### config.mk
export PLATFORM = sky130hd
export DESIGN_NAME = mem_ctrl
export DESIGN_NICKNAME = d
export VERILOG_FILES = /design/src/rtl/mem_ctrl.sv
export SDC_FILE = /design/constraint.sdc
export NUM_CORES = 1
export LEC_CHECK = 0
export BUFFER_PORTS_ARGS = -buffer_cell sky130_fd_sc_hd__buf_4
export CAP_MARGIN = 20
export CELL_PAD_IN_SITES_DETAIL_PLACEMENT = 0
export CELL_PAD_IN_SITES_GLOBAL_PLACEMENT = 1
export CORE_ASPECT_RATIO = 1.25
export CORE_MARGIN = 2
export CORE_UTILIZATION = 44
export DETAILED_ROUTE_END_ITERATION = 6
export GPL_ROUTABILITY_DRIVEN = 1
export GPL_TIMING_DRIVEN = 0
export PLACE_DENSITY = 0.83
export SKIP_CTS_REPAIR_TIMING = 1
export SLEW_MARGIN = 20
export SYNTH_ARGS = -nofsm -noshare
export SYNTH_HDL_FRONTEND = slang
export SYNTH_SLANG_ARGS = --single-unit
### constraint.sdc
create_clock -name clk -period 5.2 [get_ports clk]
set_input_delay 0 -clock clk [delete_from_list [all_inputs] [get_ports clk]]
set_output_delay 0 -clock clk [all_outputs]
set_load 0.1 [all_outputs]
### src/rtl/mem_ctrl.sv
// Byte-serialising memory controller: turns a word-wide CPU request with byte
// lane enables into one access per enabled lane on an 8-bit synchronous RAM.
module mem_ctrl #(
  parameter int RAM_ADDR_W = 17
) (
  input  logic                  clk,
  input  logic                  rst,
  input  logic [1:0]            mem_rwe_i,
  input  logic [31:0]           mem_addr_i,
  input  logic [3:0]            mem_sel_i,
  input  logic [31:0]           mem_data_i,
  output logic [31:0]           mem_data_o,
  output logic                  mem_busy_o,
  output logic                  mem_done_o,
  output logic                  ram_en_o,
  output logic                  ram_we_o,
  output logic [RAM_ADDR_W-1:0] ram_addr_o,
  output logic [7:0]            ram_data_o,
  input  logic [7:0]            ram_data_i
);

  localparam logic [2:0] S_IDLE  = 3'd0;
  localparam logic [2:0] S_READ  = 3'd1;
  localparam logic [2:0] S_WRITE = 3'd2;
  localparam logic [2:0] S_FLUSH = 3'd3;
  localparam logic [2:0] S_DONE  = 3'd4;

  logic [2:0]            state_q, state_d;
  logic [RAM_ADDR_W-1:0] base_q, base_d;
  logic [3:0]            sel_q, sel_d;
  logic [31:0]           wdata_q, wdata_d;
  logic [31:0]           rbuf_q, rbuf_d;
  logic                  busy_q, busy_d;
  logic                  done_q, done_d;
  logic                  ram_en_q, ram_en_d;
  logic                  ram_we_q, ram_we_d;
  logic [RAM_ADDR_W-1:0] ram_addr_q, ram_addr_d;
  logic [7:0]            ram_data_q, ram_data_d;
  logic                  cap_q, cap_d;
  logic [1:0]            cap_lane_q, cap_lane_d;

  logic [3:0]            pick_sel;
  logic [31:0]           pick_data;
  logic [RAM_ADDR_W-1:0] pick_base;
  logic [1:0]            lane;
  logic                  lane_valid;
  logic                  req_rd, req_wr;

  logic unused_addr_bits;
  assign unused_addr_bits = ^{mem_addr_i[31:RAM_ADDR_W], mem_addr_i[1:0]};

  assign req_rd = (mem_rwe_i == 2'b01);
  assign req_wr = (mem_rwe_i == 2'b10);

  // In IDLE the first lane is chosen straight from the request inputs so the
  // first strobe can appear in the cycle right after accept.
  always_comb begin
    pick_sel   = (state_q == S_IDLE) ? mem_sel_i : sel_q;
    pick_data  = (state_q == S_IDLE) ? mem_data_i : wdata_q;
    pick_base  = (state_q == S_IDLE) ? {mem_addr_i[RAM_ADDR_W-1:2], 2'b00} : base_q;
    lane_valid = |pick_sel;
    lane       = 2'd0;
    for (int i = 3; i >= 0; i--) begin
      if (pick_sel[i]) lane = 2'(i);
    end
  end

  always_comb begin
    state_d    = state_q;
    base_d     = base_q;
    sel_d      = sel_q;
    wdata_d    = wdata_q;
    rbuf_d     = rbuf_q;
    busy_d     = busy_q;
    done_d     = 1'b0;
    ram_en_d   = 1'b0;
    ram_we_d   = 1'b0;
    ram_addr_d = ram_addr_q;
    ram_data_d = ram_data_q;
    // A read strobe presented last cycle has its byte on ram_data_i now.
    cap_d      = ram_en_q & ~ram_we_q;
    cap_lane_d = ram_addr_q[1:0];
    if (cap_q) rbuf_d[8*cap_lane_q +: 8] = ram_data_i;

    case (state_q)
      S_IDLE: begin
        if (req_rd || req_wr) begin
          base_d  = pick_base;
          wdata_d = mem_data_i;
          busy_d  = 1'b1;
          if (req_rd) rbuf_d = '0;
          if (!lane_valid) begin
            sel_d   = 4'b0000;
            state_d = S_DONE;
            done_d  = 1'b1;
          end else begin
            ram_en_d   = 1'b1;
            ram_we_d   = req_wr;
            ram_addr_d = {pick_base[RAM_ADDR_W-1:2], lane};
            ram_data_d = pick_data[8*lane +: 8];
            sel_d      = pick_sel;
            sel_d[lane] = 1'b0;
            state_d    = req_wr ? S_WRITE : S_READ;
          end
        end
      end
      S_READ, S_WRITE: begin
        if (lane_valid) begin
          ram_en_d    = 1'b1;
          ram_we_d    = (state_q == S_WRITE);
          ram_addr_d  = {pick_base[RAM_ADDR_W-1:2], lane};
          ram_data_d  = pick_data[8*lane +: 8];
          sel_d       = pick_sel;
          sel_d[lane] = 1'b0;
        end else if (state_q == S_WRITE) begin
          state_d = S_DONE;
          done_d  = 1'b1;
        end else begin
          state_d = S_FLUSH;
        end
      end
      S_FLUSH: begin
        state_d = S_DONE;
        done_d  = 1'b1;
      end
      S_DONE: begin
        state_d = S_IDLE;
        busy_d  = 1'b0;
      end
      default: begin
        state_d = S_IDLE;
        busy_d  = 1'b0;
      end
    endcase
  end

  always_ff @(posedge clk or posedge rst) begin
    if (rst) begin
      state_q    <= S_IDLE;
      base_q     <= '0;
      sel_q      <= '0;
      wdata_q    <= '0;
      rbuf_q     <= '0;
      busy_q     <= 1'b0;
      done_q     <= 1'b0;
      ram_en_q   <= 1'b0;
      ram_we_q   <= 1'b0;
      ram_addr_q <= '0;
      ram_data_q <= '0;
      cap_q      <= 1'b0;
      cap_lane_q <= '0;
    end else begin
      state_q    <= state_d;
      base_q     <= base_d;
      sel_q      <= sel_d;
      wdata_q    <= wdata_d;
      rbuf_q     <= rbuf_d;
      busy_q     <= busy_d;
      done_q     <= done_d;
      ram_en_q   <= ram_en_d;
      ram_we_q   <= ram_we_d;
      ram_addr_q <= ram_addr_d;
      ram_data_q <= ram_data_d;
      cap_q      <= cap_d;
      cap_lane_q <= cap_lane_d;
    end
  end

  assign mem_data_o = rbuf_q;
  assign mem_busy_o = busy_q;
  assign mem_done_o = done_q;
  assign ram_en_o   = ram_en_q;
  assign ram_we_o   = ram_we_q;
  assign ram_addr_o = ram_addr_q;
  assign ram_data_o = ram_data_q;

endmodule

* After elaboration in Yosys (flattened, before gate mapping)
Index checks and enable logic that the tools add are counted.
** Operators by class
- Multipliers :: 0
- Shifts and indexed selects :: 3
- Bitwise operators :: 5
- Magnitude comparators :: 2
- Eq/ne operators :: 8
- $add $sub $neg :: 1
- Mux-type cells :: 44
- Reductions and logical operators :: 12
- Divide/modulo/power cells :: 0
** Operators by type and width (number)
- $mux W32 :: 5
- $mux W17 :: 3
- $neg A5 Y34 :: 1
- $pmux W17 S2 :: 1
- $shift A8 B34 Y32 const A :: 1
- $shiftx A8 B34 Y32 :: 1
- $bwmux W32 :: 1
- $shiftx A32 B6 Y8 :: 1
- $mux W4 :: 4
- $mux W8 :: 2
- $pmux W8 S2 :: 1
- $mux W3 :: 4
- $mux W1 :: 11
- $mux W2 :: 5
- $pmux W3 S3 :: 1
- $pmux W4 S2 :: 1
- $reduce_and A2 Y1 :: 4
- $eq A3 B2 Y1 const B :: 2
- $pmux W1 S2 :: 3
- $and A4 B4 Y4 :: 1
- $ne A2 B2 Y1 const B :: 2
- $not A4 Y4 :: 1
- $reduce_or A4 Y1 :: 1
- $eq A3 B1 Y1 const B :: 1
- other kinds (16) :: 17
** Word-level totals
- Bits in latches :: 0
- Memory bits (writable) :: 0
- Register bits after elaboration :: 118
- Input bits :: 80
- Memories :: 0
- Bits in read-only memories :: 0
- Logic and storage cells :: 88

* Longest topological paths before layout
- Depth after elaboration :: 15
- Gate-level depth with buffers :: 8
- Gate-level depth less buffers :: 6

* Worst setup path before layout
Ideal clock, no wire load.
- Path type :: register to register
- From :: register cap_lane_q[0]
- To :: register rbuf_q[10] (netlist: mem_data_o[10])
- Slack :: 3.433 ns
- Path buffers :: 0
- Data required time :: 5.125 ns
- Cell stages (with the launch flop) :: 7
- Arrival time :: 1.692 ns
- Path through :: dfrtp_1 > inv_1 > ha_1 > nand2b_1 > nor3_1 > a22oi_1 > nor2_1
** On the way
- Longest elaborated chain between the ends :: 7
** RTL lines
- start, declared :: RTL line 40 : logic [1:0] cap_lane_q, cap_lane_d;
- start signal, assigned :: RTL line 165 : cap_lane_q <= cap_lane_d;
- $neg A5 Y34 * :: RTL line 83 : if (cap_q) rbuf_d[8*cap_lane_q +: 8] = ram_data_i;
- $shiftx A8 B34 Y32 / $shift A8 B34 Y32 (equally long branches) :: RTL line 83
- $bwmux W32 * :: RTL line 83
- $mux W32 * :: RTL line 83
- $mux W32 :: RTL line 91 : if (req_rd) rbuf_d = '0;
- $mux W32 :: RTL line 87 : if (req_rd || req_wr) begin
- $mux W32 * :: RTL line 85 : case (state_q)
- via rbuf_d[10] :: RTL line 32 : logic [31:0] rbuf_q, rbuf_d;
- end signal, assigned :: RTL line 157 : rbuf_q <= rbuf_d;
- end, declared :: RTL line 32
Mark *: on every way through the listed nets, which the timed path passes. The rest lies on a longest branch.
A chain may end at the register's enable or synchronous reset.

* Worst setup path in the final report
- From :: register cap_lane_q[0]
- To :: register rbuf_q[15] (netlist: mem_data_o[15])
The elaborated chain is that of the path after synthesis.

==> results.py <==
metrics = {
    "synth": {
        "synthFlopType": "dfrtp_1",
        "ys_ff_latch": 118,
        "yosys-top-cells-area": "dfrtp_1 (54%), mux2_2 (8.0%), a22oi_1 (4.4%)",
        "ys_seq_area_share_pct": 54.0,
        "synth-edff-count": 0,
        "yosysWarnings": 0,
        "synth_most_common_cell": "dfrtp_1",
        "synthesis.nets": 593,
        "post_synth.cell_area_avg_um2": 10.8,
        "synthCells": 506,
        "ys_async_sr_fraction_pct": 100,
        "ys_types": 41,
        "syn-cell-area_mm2": 0.00546,
        "synth_common_cells": "dfrtp_1 (118), nand2_1 (43), mux2_2 (39)",
        "synth.top_cell.area_share_pct": 54.0,
        "yosys.area.top_type": "dfrtp_1",
    },
    "placed_design": {
        "place_ws_ns": 3.03,
        "postPlaceCellArea_mm2": 0.00663,
        "portBuffers": 123,
        "hpwl_um": 10900,
        "gp_congestion": 0.847,
    },
    "route": {
        "drtPass1Iterations": 5,
        "viasPerCell": 5.56,
        "routed_wl_um": 16200,
        "dr.first_iter.drc_count": 285,
        "vias": 4913,
        "drc": 0,
        "wl_per_cell_um": 18.3,
        "antenna_left": 0,
    },
    "clocking": {
        "numCtsBuffers": 17,
        "clk-insertion-delay-late_ns": 0.41,
        "htreeDepth": 4,
        "path_clk_slew_ns": 0.05,
        "cts.root.buffer_cell": "clkbuf_16",
        "clock_path_buffers": 2,
        "clock-sinks": 118,
        "tritoncts": "yes",
    },
    "cells_and_area": {
        "seq_area_mm2": 0.00295,
        "drive_above_1_share_pct": 31.3,
        "postLayoutCellArea_mm2": 0.00778,
        "diodes": 0,
        "final_nets": 794,
        "nFillCells": 986,
        "syn_to_final_growth_pct": 42.5,
        "fin_util_pct": 64.0,
        "multi_input_area_mm2": 0.00226,
    },
    "global_route": {
        "grt_max_degree": 82,
        "grt_pass1_wl_um": 24700,
        "antenna_found_initial": 0,
        "track_usage_pct": 23.8,
        "overflow": 0,
        "grt_pass1_vias": 4683,
    },
    "min_path": {
        "hold_class": "input pin to flop",
    },
    "sta": {
        "fmax_ghz": 0.449,
        "finalSetupTns_ns": 0,
        "finalWorstSetupSlack_ns": 2.97,
        "rsz0062_at_grt": "false",
        "finalHoldViolCount": 0,
        "maxSlewHeadroom_pct": 37.0,
        "fin_skew_ns": 0.0113,
        "min_period_ns": 2.23,
        "finalCritPeriodShare_pct": 42.8,
        "tightestPinTransition_ns": 0.937,
        "maxSlewViolCount": 0,
        "setup_viol": 0,
    },
    "status": {
        "outcome": "completed",
    },
    "worst_setup_path": {
        "path_buf_inv": 1,
        "critPathTopFamily": "simple AND/OR/NAND/NOR gates",
        "path_cells": "inv_1 -> ha_1 -> nand2b_1 -> nor3_1 -> a22oi_1 -> nor2_1",
        "rrSetupSlack_ns": 2.97,
        "criticalPathCategory": "flop to flop",
        "crit_slowest_cell": "nor3_1",
        "crit_path_max_fanout": 8,
        "required_ns": 5.53,
        "start_kind": "flop",
        "arrival_ns": 2.55,
        "critPathMaxStageDelay_ns": 0.77,
        "worst_setup_path_end_kind": "flop",
    },
    "floorplanning": {
        "fp.dieH_um": 129,
        "die_w_um": 104,
        "start_util_pct": 44.9,
        "die_area_mm2": 0.0133,
        "rows": 45,
        "core_area_mm2": 0.0122,
        "io_pins": 141,
    },
    "run": {
        "cap_violations": 0,
    },
}
==> cell families (layout without fill, tap and decap cells) <==
kind of cell	count (synthesis)	in the layout	share of synthesized area [%]
compound gates	157	157	19.6
simple gates	131	131	12.0
flops	118	118	54.0
buf+inv	53	267	4.51
mux	40	40	8.22
fa+ha+maj	7	7	1.60
==> state kept, by name (all words and copies together) (netlist names) <==
register	flops
mem_data_o	32
wdata_q	32
ram_addr_o	17
base_q	15
ram_data_o	8
sel_q	4
state_q	3
cap_lane_q	2
cap_q	1
mem_busy_o	1
mem_done_o	1
ram_en_o	1
ram_we_o	1
==> cell usage in the layout (no fill, tap or decap), drive strengths merged, types with 2 or more instances in the layout <==
cell	instances
buf	145
dfrtp	118
dlygate4sd3	58
nand2	43
mux2	39
nor2	39
a21oi	37
clkbuf	37
a22oi	32
a31oi	26
o21ai	17
inv	17
nand2b	10
a21boi	8
nand3b	8
a221oi	8
a221o	8
a32oi	8
nor3	8
nor2b	7
ha	7
or3	7
clkinv	6
a211oi	4
nor4	4
and2	3
o221ai	3
clkinvlp	3
o21a	2
a32o	2
==> worst reg2reg max path, stage by stage, from the launching register on <==
cell	delay [ns]
dfrtp_1	0.45
inv_1	0.16
ha_1	0.38
nand2b_1	0.11
nor3_1	0.77
a22oi_1	0.14
nor2_1	0.15
==> metal layers <==
metal / global-route usage (%) / share of wire (%) / vias to the layer above
li1: - / - / 2259
met1: 30.3 / 41 / 2412
met2: 41.4 / 51 / 221
met3: 5.52 / 6.7 / 21
met4: 6.36 / 1.4 / 0
met5: 0 / 0 / -
==> worst paths after layout <==
| kind | startpoint | endpoint | depth (start not counted) |
|---|---|---|---|
| worst max-delay path | cap_lane_q[0] | mem_data_o[15] | 6 |
| worst min-delay path | mem_rwe_i[0] | mem_data_o[30] | 3 |
| worst max register to register | cap_lane_q[0] | mem_data_o[15] | 6 |
| worst min register to register | ram_addr_o[1] | cap_lane_q[1] | 0 |
| max in group asynchronous | rst | base_q[6] | 4 |
| min in group asynchronous | rst | mem_done_o | 3 |
==> area by class of cell <==
cell class | count | share of cell area, %
flip-flops and latches | 118 | 37.9
multi-input cells | 335 | 29.1
repair buffers | 182 | 19.7
clock buffers | 21 | 6.17
well taps | 164 | 2.64
plain buffers | 37 | 2.39
clock inverters | 11 | 1.27
inverters | 16 | 0.836
==> stage by stage <==
step,hold WS (ns),std cells
2_1_floorplan,0.117,506
3_5_place_dp,0.0181,794
5_1_grt,0.0126,884
4_1_cts,-0.412,826
3_3_place_gp,0.218,793
6_report,0.0160,884
Power is not shown: default switching activity piles up to over one toggle a cycle in this logic, so the estimate is an artifact.
